File: src/rtl/grant_decoder_2to4.sv
// Grant-side decoder: turns a 2-bit target index into a one-hot grant held until ack or timeout,
// followed by one release cycle carrying the done pulse. Sticky error flags record timeouts and stray acks.
module grant_decoder_2to4 #(
    parameter int TIMEOUT = 8,
    parameter int TW      = 4
) (
    input  logic       clk,
    input  logic       rst,
    input  logic [1:0] in_idx,
    input  logic       in_valid,
    output logic       in_ready,
    input  logic [3:0] ack,
    input  logic       clear_err,
    output logic [3:0] grant,
    output logic       done,
    output logic       timed_out,
    output logic       err_timeout,
    output logic [1:0] err_idx,
    output logic       err_stray
);

    typedef enum logic [1:0] {
        ST_IDLE    = 2'd0,
        ST_GRANT   = 2'd1,
        ST_RELEASE = 2'd2
    } state_t;

    localparam logic [TW-1:0] CNT_LAST = TW'(TIMEOUT - 1);

    state_t        r_state;
    logic [1:0]    r_idx;
    logic [TW-1:0] r_cnt;
    logic [3:0]    r_grant;
    logic          r_done;
    logic          r_timed_out;
    logic          r_err_timeout;
    logic [1:0]    r_err_idx;
    logic          r_err_stray;

    state_t        w_state_next;
    logic [1:0]    w_idx_next;
    logic [TW-1:0] w_cnt_next;
    logic [3:0]    w_grant_next;
    logic          w_done_next;
    logic          w_timed_out_next;
    logic          w_err_timeout_next;
    logic [1:0]    w_err_idx_next;
    logic          w_err_stray_next;

    logic [3:0]    w_ack_hit_bits;
    logic [3:0]    w_ack_stray_bits;
    logic          w_ack_hit;
    logic          w_accept;

    // Split ack into the bit belonging to the latched target and everything else.
    generate
        for (genvar gi = 0; gi < 4; gi++) begin : g_ack_split
            assign w_ack_hit_bits[gi]   = ack[gi] & (r_idx == 2'(gi));
            assign w_ack_stray_bits[gi] = ack[gi] & (r_idx != 2'(gi));
        end
    endgenerate

    assign w_ack_hit = |w_ack_hit_bits;
    assign in_ready  = (r_state == ST_IDLE) && !rst;
    assign w_accept  = in_valid && in_ready;

    always_comb begin
        w_state_next       = r_state;
        w_idx_next         = r_idx;
        w_cnt_next         = r_cnt;
        w_grant_next       = r_grant;
        w_done_next        = 1'b0;
        w_timed_out_next   = r_timed_out;
        w_err_timeout_next = r_err_timeout && !clear_err;
        w_err_idx_next     = r_err_idx;
        w_err_stray_next   = r_err_stray && !clear_err;

        case (r_state)
            ST_IDLE: begin
                if (|ack) begin
                    w_err_stray_next = 1'b1;
                end
                if (w_accept) begin
                    w_idx_next   = in_idx;
                    w_grant_next = 4'b0001 << in_idx;
                    w_cnt_next   = '0;
                    w_state_next = ST_GRANT;
                end
            end
            ST_GRANT: begin
                if (|w_ack_stray_bits) begin
                    w_err_stray_next = 1'b1;
                end
                // A matching ack on the limit cycle wins over the timeout.
                if (w_ack_hit) begin
                    w_grant_next     = 4'b0000;
                    w_done_next      = 1'b1;
                    w_timed_out_next = 1'b0;
                    w_state_next     = ST_RELEASE;
                end else if (r_cnt == CNT_LAST) begin
                    w_grant_next       = 4'b0000;
                    w_done_next        = 1'b1;
                    w_timed_out_next   = 1'b1;
                    w_err_timeout_next = 1'b1;
                    w_err_idx_next     = r_idx;
                    w_state_next       = ST_RELEASE;
                end else begin
                    w_cnt_next = r_cnt + 1'b1;
                end
            end
            ST_RELEASE: begin
                w_state_next = ST_IDLE;
            end
            default: begin
                w_grant_next = 4'b0000;
                w_state_next = ST_IDLE;
            end
        endcase
    end

    always_ff @(posedge clk) begin
        if (rst) begin
            r_state       <= ST_IDLE;
            r_idx         <= 2'b00;
            r_cnt         <= '0;
            r_grant       <= 4'b0000;
            r_done        <= 1'b0;
            r_timed_out   <= 1'b0;
            r_err_timeout <= 1'b0;
            r_err_idx     <= 2'b00;
            r_err_stray   <= 1'b0;
        end else begin
            r_state       <= w_state_next;
            r_idx         <= w_idx_next;
            r_cnt         <= w_cnt_next;
            r_grant       <= w_grant_next;
            r_done        <= w_done_next;
            r_timed_out   <= w_timed_out_next;
            r_err_timeout <= w_err_timeout_next;
            r_err_idx     <= w_err_idx_next;
            r_err_stray   <= w_err_stray_next;
        end
    end

    assign grant       = r_grant;
    assign done        = r_done;
    assign timed_out   = r_timed_out;
    assign err_timeout = r_err_timeout;
    assign err_idx     = r_err_idx;
    assign err_stray   = r_err_stray;

endmodule

File: config.mk
export PLATFORM = sky130hd
export DESIGN_NAME = grant_decoder_2to4
export DESIGN_NICKNAME = d
export VERILOG_FILES = /design/src/rtl/grant_decoder_2to4.sv
export SDC_FILE = /design/constraint.sdc
export NUM_CORES = 1
export LEC_CHECK = 0
export ABC_CLOCK_PERIOD_IN_PS = 2300
export CAP_MARGIN = 5
export CORE_ASPECT_RATIO = 1.2
export CORE_MARGIN = 2
export CORE_UTILIZATION = 46
export CTS_CLUSTER_DIAMETER = 40
export DETAILED_ROUTE_END_ITERATION = 12
export HOLD_SLACK_MARGIN = 0.06
export PLACE_DENSITY_LB_ADDON = 0.08
export SETUP_SLACK_MARGIN = 0.15
export SYNTH_ARGS = -nofsm -noshare
export SYNTH_HDL_FRONTEND = slang
export SYNTH_SLANG_ARGS = --single-unit
File: constraint.sdc
create_clock -name clk -period 2.3 [get_ports clk]
set_input_delay 0.345 -clock clk [delete_from_list [all_inputs] [get_ports clk]]
set_output_delay 0.345 -clock clk [all_outputs]
set_load 0.02 [all_outputs]
# Yosys cells after proc, flatten, opt, wreduce, memory -nomap -nowiden
# Index checks and enable logic that the tools add are counted.
# classes
mux	22
bitwise_logic	11
n_eq_ne	13
shift	1
n_reduce_logical	21
addsub	1
# ops
cell	n
$mux W4	6
$pmux W4 S3	1
$reduce_or A4 Y1	3
$ne A2 B2 Y1 const B	5
$mux W1	9
$and A1 B1 Y1	8
$pmux W4 S2	1
$eq A2 B2 Y1 const B	3
$mux W2	3
$reduce_and A2 Y1	3
$reduce_and A3 Y1	2
$reduce_bool A2 Y1	3
$add A4 B1 Y4 const B	1
$eq A2 B1 Y1 const B	2
$eq A4 B3 Y1 const B	1
$logic_and A1 B1 Y1	4
$logic_not A2 Y1	2
$pmux W2 S2	1
$reduce_and A4 Y1	1
$shl A1 B2 Y4 const A	1
$ne A3 B3 Y1 const B	1
$not A1 Y1	3
$logic_not A1 Y1	2
$ne A2 B1 Y1 const B	1
2 further kinds	2
# totals
wordCells	78
in_bits	10
ff_bits	18
output_inout_bits	11

# Logic depth before layout (Yosys ltp)
# depth
word_depth	5
mapped_depth	6
ltp_nobuf	5

# Worst setup path before layout
# OpenSTA, ideal clock, no wires.
# synth_timing
path_type	reg2reg
from	register r_idx[0]
to	register r_cnt[2]
path_buffers	0
required_time_ps	2168
stages_incl_launch_ff	5
setup_slack_ps	670
arrival_time_ps	1498
setup_time_ps	132
period_less_slack_ps	1630
cell_sequence	dfxtp_1 -> mux4_2 -> o31a_1 -> o21ai_1 -> a21oi_1
# synth_via
elab_chain_len	5
elab_cells_between_ends	11
cone_classes	eq/ne: 4; bitwise: 4; reduce/logical: 3
# synth_lines
item	line_no	rtl
start: declaration	31	logic [1:0] r_idx;
start signal: assignment	134	r_idx <= w_idx_next;
$eq A2 B1 Y1, or another cell as far along	58	assign w_ack_hit_bits[gi] = ack[gi] & (r_idx == 2'(gi));
$and A1 B1 Y1	58	
$reduce_or A4 Y1 *	63	assign w_ack_hit = |w_ack_hit_bits;
$ne A2 B2 Y1 (no line) *	-	
$reduce_and A4 Y1 (no line) *	-	
end signal: assignment	135	r_cnt <= w_cnt_next;
end: declaration	32	logic [TW-1:0] r_cnt;
# Every way passes the cells marked *; elsewhere a longest branch is shown, timed or not.
# A chain may end at the register's enable or synchronous reset.

# Worst setup path in the final report
# layout_timing
from	input port rst
to	output port in_ready
# layout_via
elab_chain_len	2
# layout_lines
item	line_no	rtl
start: declaration	8	input logic rst,
$logic_not A1 Y1	64	assign in_ready = (r_state == ST_IDLE) && !rst;
$logic_and A1 B1 Y1	64	
end: declaration	11	output logic in_ready,
# No other way between the ends.

==> reports/results.ini <==
[cells_and_area]
area_growth_pct=32.5
num_antenna_cells=0
layout.nets=120
drive_above_1_share=0.120
fillers=147

[pwr]
peakVddDrop_mv=0.372
swShare=0.251
power_density_nw_per_um2=584
seqPwrFrac=0.531
p_leak_uw=0.000394
clockPowerShare=0.312
switchingPower_uw=157
power.internal_uw=468
combPwrFrac=0.157

[global_routing]
antenna_found_initial=0
grtUsageTotal=0.171
overflow=0
grt_start_max_net_pins=11
grt_pass1_vias=633
grt_pass1_wl_um=2680

[sta]
relSlewSlack=0.828
fin_skew_ns=0.000674
finalCritPeriodShare=0.859
tns_ns=0
hold_violations=0
fmax_ghz=0.506
rsz0062_at_grt=false
min_period_ns=1.98
slew_viol_final=0
timing.final.ws_setup_ns=0.324
setup_viol=0
worst-slew-pin-transition_ns=0.257

[floorplanning]
coreArea_um2=1640
die_w_um=42.3
fp.dieH_um=50.0
start_util=0.493
dieArea_um2=2110
rows=16
io_pins=21

[job]
drv_cap=0

[critical_path]
r2r_end=r_cnt[2]
critPathBufInv=2
crit_family=buffers and inverters
cp.required_ns=1.96
worstPathArrival_ns=1.63
cpPeakStageDelay_ns=0.64
worstSetupStartpointType=input port
critical_path.most_common_cell=clkdlybuf4s50_1
end_kind=primary output
rr_worst_depth=4
r2r_slack_ns=0.56
startpoint=rst
crit_chain=clkdlybuf4s50_1, nor3_1, clkdlybuf4s50_1
critical_path.max_fanout=4
crit_end=in_ready
r2r_start=r_idx[0]
crit_type=in -> out
critPathSlowestCell=clkdlybuf4s50_1
path_depth=3

[clock_network]
cts_tree=yes
cts_buffer_depth=2
ctsResizeCount=0
cts_hold_buf=0
cts_buffers=3
cts_setup_buffers=0
cts-root-buf=clkbuf_4
htree_levels=1
insertion_delay_ns=0.29
path_clk_slew_ns=0.10
cts.sinks=18

[detailed_routing]
ant_nets=0
drc=0
highest_layer=met4
wl_met1_um=776
vias_per_cell=5.44
wl_met3_um=55
num_vias=686
wl_um=1640
avgRoutedWirePerCell_um=13.0
dr_wl_met2_um=780
first_pass_iters=2
dr.first_iter.drc_count=9

[yosys]
synth_edf_count=0
synth_top_area_share=0.445
ys_top_cells_by_area=dfxtp_1, mux2i_1, nor2_1
synthArstFlopShare=0
synth_flop_cell=dfxtp_1
yosys_warnings=0
ys_seq_area_frac=0.445
post-synth-top-area-cell=dfxtp_1
avgSynthCellArea_um2=9.52
synth_cell_types=32
syn-num-nets=96
mappedNetlistArea_um2=810
postSynthCellCount=85
synth_seq_cells=18

[placement]
pre_cts_slack_ns=0.218
numPortBuffers=20
routabilityCongestion=0.757
hpwl_um=1240

[run_status]
run_status=finished, final reports clean

[worst_hold_path]
hold_class=reg -> reg

## worst min path at each step
stage / start / to / slack (ns) / cells after the start
3_3_place_gp: grant[0] / grant[0] / 0.44 / 1
5_1_grt: err_stray / err_stray / 0.50 / 2
2_1_floorplan: in_idx[1] / grant[1] / 0.43 / 1
4_1_cts: grant[0] / grant[0] / 0.47 / 1
3_5_place_dp: grant[0] / grant[0] / 0.45 / 1
6_report: grant[0] / grant[0] / 0.46 / 1
## cell usage in the layout (no fill, tap or decap), drive strengths merged, types with 3 or more instances in the layout
cell type	n
a21oi	6
clkbuf	4
clkdlybuf4s50	20
dfxtp	18
inv	3
mux2i	6
nand2	4
nor2	13
nor3	6
o21ai	3
## synth_stat cells, types with 2 or more instances
cell type   n
o21ai_0     2
inv_1       3
nor3_1      5
nand3b_1    2
mux2i_1     6
nand2_1     4
a31oi_1     2
nor2_1     13
clkbuf_1    3
dfxtp_1    18
a21oi_1     6
## layer usage
| metal | global-route usage | vias up |
|---|---|---|
| met5 | 0 | - |
| met1 | 0.213 | 319 |
| met3 | 0.0476 | 3 |
| met4 | 0.0781 | 0 |
| li1 | - | 349 |
| met2 | 0.272 | 15 |
## area by class of cell
class	count	area (um^2)	share of cell area
clock buffers	4	36.3	0.0338
well taps	18	22.5	0.0210
flip-flops and latches	18	360	0.336
inverters	3	11.3	0.0105
repair buffers	22	215	0.201
multi-input cells	61	427	0.398
## worst reg2reg max path, stage by stage, from the launching register on
cell	delay, ns
dfxtp_1	0.42
mux4_2	0.63
o31a_1	0.38
o21ai_1	0.14
a21oi_1	0.07
## flip-flops by register name, indices dropped and copies added (netlist names)
name / count
done: 1
err_idx: 2
err_stray: 1
err_timeout: 1
grant: 4
r_cnt: 4
r_idx: 2
r_state: 2
timed_out: 1
## power groups by stage
stage / clock network (uW) / logic, uW / registers, uW
5_1_grt: 220 / 107 / 334
4_1_cts: 198 / 99.6 / 332
3_5_place_dp: 0 / 98.6 / 339
6_report: 195 / 98.4 / 332
2_1_floorplan: 0 / 50.8 / 343
3_3_place_gp: 0 / 97.3 / 339
## stage by stage
step / std cells / instance area, um^2 / hold slack, ns / power [uW] / util
finish: 126 / 1070 / 0.462 / 626 / 0.653
global route: 126 / 1070 / 0.499 / 661 / 0.653
global placement: 122 / 1040 / 0.441 / 436 / 0.631
floorplan: 85 / 810 / 0.433 / 394 / -
CTS: 126 / 1070 / 0.470 / 630 / 0.653
detailed placement: 122 / 1040 / 0.445 / 438 / 0.631
## cells by family after synthesis
group                    count (synthesis)  synth area share
AO/OA/AOI/OAI                           20             0.175
buffers and inverters                    6            0.0278
adder cells (fa/ha/maj)                  1            0.0155
flip-flops                              18             0.445
AND/OR/NAND/NOR                         33             0.235
multiplexers                             7             0.102
No activity file was read; power rests on OpenSTA's default activity.
==> variant (config.mk and constraints unchanged) <==
The 3 states of `state_t` get a one-hot encoding in 3 bits.
--- a/src/rtl/grant_decoder_2to4.sv
+++ b/src/rtl/grant_decoder_2to4.sv
@@ -19,10 +19,10 @@
     output logic       err_stray
 );
 
-    typedef enum logic [1:0] {
-        ST_IDLE    = 2'd0,
-        ST_GRANT   = 2'd1,
-        ST_RELEASE = 2'd2
+    typedef enum logic [2:0] {
+        ST_IDLE    = 3'b001,
+        ST_GRANT   = 3'b010,
+        ST_RELEASE = 3'b100
     } state_t;
 
     localparam logic [TW-1:0] CNT_LAST = TW'(TIMEOUT - 1);
Check against the original RTL: no difference found for any inputs over 10 cycles, from zero or initial values and one cycle with rst high; not proved beyond that.
==> variant against the unedited design <==
Cell count is 14% higher; total power rose by 1.7%; setup slack got worse by 0.12 ns; sequential power grew 6.3%; largest power group unchanged; sequential cell count increased by 1; wire length rose by 20%; area after synthesis is 12% higher; cell area increased by 9.2%.
==> variant: results <==
set metrics [dict create \
    slew_headroom_pct 65.4 \
    grt_max_degree 17 \
    grt_util_met2_pct 33.1 \
    fillers 171 \
    grt_pass1_wl_mm 3.42 \
    nMultiInputCombCells 72 \
    critPathArrivalTime_ns 1.75 \
    gp_congestion 0.780 \
    worstPathMaxFanout 2 \
    seq_cell_count 19 \
    core_mm2 0.00185 \
    status "finished, final reports clean" \
    clock_area_share_pct 2.24 \
    rr_endpoint "grant[0]" \
    inv_count 5 \
    drive_gt1_share_pct 12.0 \
    ys_seq_area_share_pct 41.8 \
    drt_iter0_drc 12 \
    grtUsageMet1_pct 24.4 \
    min_path_cells 2 \
    vias 853 \
    dp_slack_ns -0.00338 \
    cellPowerDensity_mw_per_mm2 544 \
    yosys-top-cells-count "dfxtp_1, nand2_1, a21oi_1, nor2_1" \
    power_leakage_nw 0.439 \
    hold_ws_ns 0.466 \
    ys_top_cells_by_area "dfxtp_1, mux2i_1, nand2_1" \
    dp_hpwl_mm 1.43 \
    synth_compound_area_share_pct 15.8 \
    hold_start "grant[1]" \
    seq_share_pct 32.6 \
    avgViaCountPerCell 5.92 \
    synth_fa_ha_area_share_pct 1.38 \
    wl_per_cell_um 13.6 \
    place_area_mm2 0.00114 \
    syn_inst 101 \
    multi_input_area_um2 483 \
    syn-num-nets 112 \
    synthMuxAreaShare_pct 9.08 \
]
==> variant: cell types whose count changed after synthesis, moves of 2 or more <==
cell     delta
nor2_1      -6
nand3_1     +5
nor3_1      -3
buf_6       +2
nand2_1     +8
nor3b_1     +3
nand4_1     +3
==> variant: repair_timing <==
item | 4_1_cts | 5_1_grt
pin swaps | 0 | 0
buffers inserted | 0 | 0
setup endpoints to repair | 1 | 3
resized for setup | 1 | 1
==> variant: layer usage <==
metal  part of all wire [%]  vias to the layer above
met5                      0                        -
met3                    4.0                        2
met1                     45                      416
li1                       -                      417
met4                   0.72                        0
met2                     50                       18
==> variant: worst max-delay path: cells and delay by family <==
kind / cells / cell delay (ns)
buffers and inverters: 2 / 1.11
AND/OR/NAND/NOR: 1 / 0.30
==> variant: report_power, final <==
part	leakage, nW	total, mW	switching (mW)	internal (mW)
clock	0.0150	0.167	0.0998	0.0674
combinational	0.269	0.116	0.0568	0.0597
sequential	0.155	0.353	0.0111	0.342
total	0.439	0.637	0.168	0.469
